$ cat src/rtl/inst_loader.sv
// Instruction-memory loader: assembles 32-bit words from debounced byte entries
// (least-significant byte first) and writes them to consecutive word addresses.
module inst_loader #(
    parameter int ADDR_W          = 8,     // must be >= 6 for the LED address field
    parameter int LAST_ADDR       = 255,
    parameter int DEBOUNCE_CYCLES = 16
) (
    input  logic              Clk,
    input  logic              Rst,
    input  logic              Button,
    input  logic [7:0]        Data_in,
    output logic              wea,
    output logic [ADDR_W-1:0] addra,
    output logic [31:0]       dina,
    output logic              Done,
    output logic [7:0]        LED
);
    typedef enum logic [1:0] {
        COLLECT = 2'd0,
        WRITE   = 2'd1,
        FULL    = 2'd2
    } state_t;

    localparam logic [15:0]       DB_LAST   = 16'(DEBOUNCE_CYCLES - 1);
    localparam logic [ADDR_W-1:0] ADDR_LAST = ADDR_W'(LAST_ADDR);
    localparam logic [ADDR_W-1:0] ADDR_ONE  = ADDR_W'(1);

    state_t            state;
    state_t            state_next;
    logic              sync_a;
    logic              sync_b;
    logic              btn_db;
    logic              btn_db_next;
    logic              press;
    logic [15:0]       db_cnt;
    logic [15:0]       db_cnt_next;
    logic [1:0]        byte_idx;
    logic [1:0]        byte_idx_next;
    logic [31:0]       word;
    logic [31:0]       word_next;
    logic [ADDR_W-1:0] addr_next;

    // Debounce: the level flips only after the synchronised input has disagreed for the full window.
    always_comb begin
        btn_db_next = btn_db;
        db_cnt_next = 16'd0;
        if (sync_b != btn_db) begin
            if (db_cnt == DB_LAST) begin
                btn_db_next = sync_b;
                db_cnt_next = 16'd0;
            end else begin
                db_cnt_next = db_cnt + 16'd1;
            end
        end else begin
            db_cnt_next = 16'd0;
        end
    end

    // Button synchroniser, debounce state and rising-edge press pulse.
    always_ff @(posedge Clk) begin
        if (!Rst) begin
            sync_a <= 1'b0;
            sync_b <= 1'b0;
            btn_db <= 1'b0;
            db_cnt <= 16'd0;
            press  <= 1'b0;
        end else begin
            sync_a <= Button;
            sync_b <= sync_a;
            btn_db <= btn_db_next;
            db_cnt <= db_cnt_next;
            press  <= btn_db_next & ~btn_db;
        end
    end

    // State register.
    always_ff @(posedge Clk) begin
        if (!Rst) begin
            state <= COLLECT;
        end else begin
            state <= state_next;
        end
    end

    // Next-state logic.
    always_comb begin
        state_next = state;
        case (state)
            COLLECT: begin
                if (press && (byte_idx == 2'd3)) begin
                    state_next = WRITE;
                end else begin
                    state_next = COLLECT;
                end
            end
            WRITE: begin
                if (addra == ADDR_LAST) begin
                    state_next = FULL;
                end else begin
                    state_next = COLLECT;
                end
            end
            FULL:    state_next = FULL;
            default: state_next = COLLECT;
        endcase
    end

    // Datapath next values: byte capture in COLLECT, address advance at the end of WRITE.
    always_comb begin
        byte_idx_next = byte_idx;
        word_next     = word;
        addr_next     = addra;
        case (state)
            COLLECT: begin
                if (press) begin
                    word_next[{byte_idx, 3'b000} +: 8] = Data_in;
                    byte_idx_next = byte_idx + 2'd1;
                end else begin
                    byte_idx_next = byte_idx;
                end
            end
            WRITE: begin
                if (addra != ADDR_LAST) begin
                    addr_next = addra + ADDR_ONE;
                end else begin
                    addr_next = addra;
                end
            end
            FULL:    addr_next = addra;
            default: addr_next = addra;
        endcase
    end

    // Registered datapath and status outputs, aligned with the state register.
    always_ff @(posedge Clk) begin
        if (!Rst) begin
            byte_idx <= 2'd0;
            word     <= 32'd0;
            addra    <= '0;
            wea      <= 1'b0;
            Done     <= 1'b0;
            LED      <= 8'd0;
        end else begin
            byte_idx <= byte_idx_next;
            word     <= word_next;
            addra    <= addr_next;
            wea      <= (state_next == WRITE);
            Done     <= (state_next == FULL);
            LED      <= {byte_idx_next, addr_next[5:0]};
        end
    end

    assign dina = word;

endmodule
$ cat config.mk
export PLATFORM = sky130hd
export DESIGN_NAME = inst_loader
export DESIGN_NICKNAME = d
export VERILOG_FILES = /design/src/rtl/inst_loader.sv
export SDC_FILE = /design/constraint.sdc
export NUM_CORES = 1
export LEC_CHECK = 0
export CAP_MARGIN = 10
export CORE_MARGIN = 2
export CORE_UTILIZATION = 45
export DETAILED_ROUTE_END_ITERATION = 12
export PLACE_DENSITY = 0.85
export SLEW_MARGIN = 15
export SYNTH_ARGS = -nofsm -noshare
export SYNTH_HDL_FRONTEND = slang
export SYNTH_SLANG_ARGS = --single-unit
export TNS_END_PERCENT = 10
$ cat constraint.sdc
create_clock -name Clk -period 1.9 [get_ports Clk]
set_clock_uncertainty 0.1 [all_clocks]
set_input_delay 0.19 -clock Clk [delete_from_list [all_inputs] [get_ports Clk]]
set_output_delay 0.19 -clock Clk [all_outputs]
set_load 0.02 [all_outputs]
==> impl_metrics.json <==
{
  "synth_warnings": 0,
  "met2_usage": 0.3246,
  "worstSkewPairLatency_ps": 340,
  "finalHoldViolations": 0,
  "drt_iter0_markers": 119,
  "syn_area_per_cell_um2": 9.423,
  "wl_per_cell_um": 14.21,
  "synth-compound-area-share": 0.1188,
  "ios": 61,
  "post_dp_cell_area_um2": 3374,
  "p_leak_uw": 0.001272,
  "fin_util": 0.6176,
  "grt_max_degree": 36,
  "path_cells": "inv_1 -> ha_1 -> nand2b_1 -> nor4_4 -> a22oi_1 -> nor2_1",
  "stdcell_count": 431,
  "rsz0062_at_grt": "no",
  "ant_nets": 0,
  "syn_inst": 286,
  "seqPwrFrac": 0.489,
  "finalMaxSlewViolations": 0,
  "ir_worst_vdd_mv": 0.4221,
  "synth_top_family_by_area": "simple AND/OR/NAND/NOR gates",
  "setup_viol": 0,
  "numCtsBuffers": 9,
  "diodes": 0,
  "grt_first_pass_wirelength_um": 10120,
  "fp.dieH_um": 81.39,
  "swShare": 0.1983,
  "synth_mux_area_frac": 0.003714,
  "rows": 28,
  "slowest_delay_ps": 410,
  "core-area_um2": 5851,
  "ys_seq_area_frac": 0.4903,
  "finalNetCount": 369,
  "dp_hpwl_um": 4305,
  "fill_cells": 472,
  "synthXorXnorAreaFrac": 0.05850,
  "design_area_um2": 3613,
  "ys_types": 43,
  "ys_top_cells_by_count": "dfxtp_1, nor2_1, nand2_1",
  "grt_antenna_before_repair": 0,
  "drc_errors": 0,
  "die_area_um2": 6624,
  "cts_tree": "yes",
  "viasPerCell": 5.216,
  "synthAdderAreaFrac": 0.03250,
  "initial_utilization": 0.4607,
  "syn_to_final_growth_pct": 34.08,
  "num_vias": 2248,
  "finalPower_uw": 2838,
  "clock.fmax_ghz": 0.5683,
  "status": "completed",
  "cts_buffer_depth": 2,
  "critical_path.startpoint_type": "flip-flop",
  "ys_ff_latch": 66,
  "setup_tns_ps": 0,
  "yosysMostFrequentCell": "dfxtp_1",
  "final.min_clock_period_ps": 1760,
  "power_frac_comb": 0.022,
  "maxCapViolations": 0,
  "die_width_um": 81.39,
  "overflow": 0,
  "hold_class": "in -> reg",
  "tightest_slew_ps": 596.0,
  "use_met3": 0.04556,
  "hold_buffers": 0,
  "slowest_stage": "nor4_4",
  "wl_um": 6125,
  "clkTransAtPathRegs_ps": 70,
  "yosys.area_share.simple": 0.2512,
  "htree_levels": 3,
  "endpoint_kind": "flip-flop",
  "maxSlewHeadroom": 0.6027,
  "worstPathRequired_ps": 2080,
  "syn_nets": 304,
  "grt_pass1_vias": 2187,
  "power.switching_uw": 562.7,
  "period_share": 0.9261,
  "dp.cells": 415,
  "synth_top_area_share": 0.4903,
  "p_int_uw": 2275,
  "arrival_ps": 1940,
  "synth_area_leader_cell": "dfxtp_1",
  "ys_async_sr_fraction": 0,
  "ys.flop_type": "dfxtp_1",
  "globalRouteTotalUtil": 0.2011,
  "met1_usage": 0.2548,
  "root_buffer": "clkbuf_8",
  "critPathKind": "reg -> reg",
  "drtPass1Iterations": 4,
  "synth_edf_count": 0,
  "cts.sinks": 66,
  "top_usage_layer": "met2",
  "synth_area_um2": 2695,
  "drive_above_1_share": 0.09270,
  "power_density_nw_per_um2": 785.4,
  "path_max_fanout": 8,
  "netlist_top_cells_area": "dfxtp_1, nor2_1, a22oi_1",
  "port-buffer-count": 60,
  "p_clk_frac": 0.490,
  "gp_congestion": 0.7997
}
-- cell usage in the layout (no fill, tap or decap), drive strengths merged, types with 6 or more instances in the layout --
cell type / netlist / final
a22oi: 15 / 15
xor2: 6 / 6
a21oi: 15 / 15
a22o: 7 / 7
nor4: 7 / 7
nand3: 16 / 16
buf: 11 / 10
xnor2: 12 / 12
nor2: 42 / 42
clkbuf: 5 / 10
nor3: 7 / 7
dfxtp: 66 / 66
clkdlybuf4s50: 0 / 60
ha: 7 / 7
inv: 7 / 7
nand2: 19 / 19
-- what timing repair did --
item | 4_1_cts | 5_1_grt
setup endpoints to repair | 0 | 3
setup buffers | 0 | 0
resized for setup | 0 | 1
-- cell type report --
type                    instances  area (um2)  area share
flip-flops and latches         66        1323      0.3660
multi-input cells             196        1259      0.3483
repair buffers                 70       675.6      0.1870
clock buffers                  10       127.6     0.03532
clock inverters                 6       105.1     0.02909
well taps                      75       93.84     0.02597
inverters                       8       30.03    0.008310
-- metal layers --
metal  up-vias  wire length, um
li1       1138                -
met1      1061             2714
met2        37             3054
met3        12              254
met4         0              102
met5         -                0
-- final timing paths --
kind                            cells past startpoint  slack, ps           startpoint               endpoint
worst max-delay path                                6        140  LED[7]$_SDFFE_PN0P_  dina[16]$_SDFFE_PN0P_
worst min-delay path                                2        350               Button      sync_a$_SDFF_PN0_
worst max register to register                      6        140  LED[7]$_SDFFE_PN0P_  dina[16]$_SDFFE_PN0P_
worst min register to register                      1        350    sync_a$_SDFF_PN0_      sync_b$_SDFF_PN0_
-- flip-flops by register name (all words and copies together) (netlist names) --
register	flops
addra	7
state	2
sync_a	1
dina	32
sync_b	1
LED	3
press	1
Done	1
db_cnt	16
btn_db	1
wea	1
-- per-stage QoR --
| stage | hold slack [ps] | worst slack (ps) |
|---|---|---|
| after global routing | 367.2 | 21.09 |
| after CTS | 351.4 | 141.5 |
| final | 350.6 | 140.4 |
| after floorplan | 215.7 | 94.86 |
| after global placement | 319.5 | 257.4 |
| after detailed placement | 335.3 | 195.5 |
-- power groups by stage --
stage / Combinational (uW) / Sequential [uW] / Clock (uW)
CTS: 60.7 / 1390 / 1400
floorplan: 19.7 / 1420 / 0
global placement: 60.1 / 1420 / 0
detailed placement: 60.6 / 1420 / 0
finish: 61.7 / 1390 / 1390
global route: 65.4 / 1390 / 1480
-- logic make-up after synthesis --
kind of cell               count (synthesis)
and+or+nand+nor                          122
DFF                                       66
AOI/OAI and AO/OA                         48
buffers and inverters                     24
xor gates and xnor gates                  18
adders and majority gates                  7
muxes                                      1
-- critical path: cells and delay by family, from the launching register on --
kind / cells / cell delay [ps]
simple gates: 3 / 680
fa+ha+maj: 1 / 380
flops: 1 / 330
compound gates: 1 / 140
buf+inv: 1 / 80
Note: power is estimated with default switching activity, not from simulation.
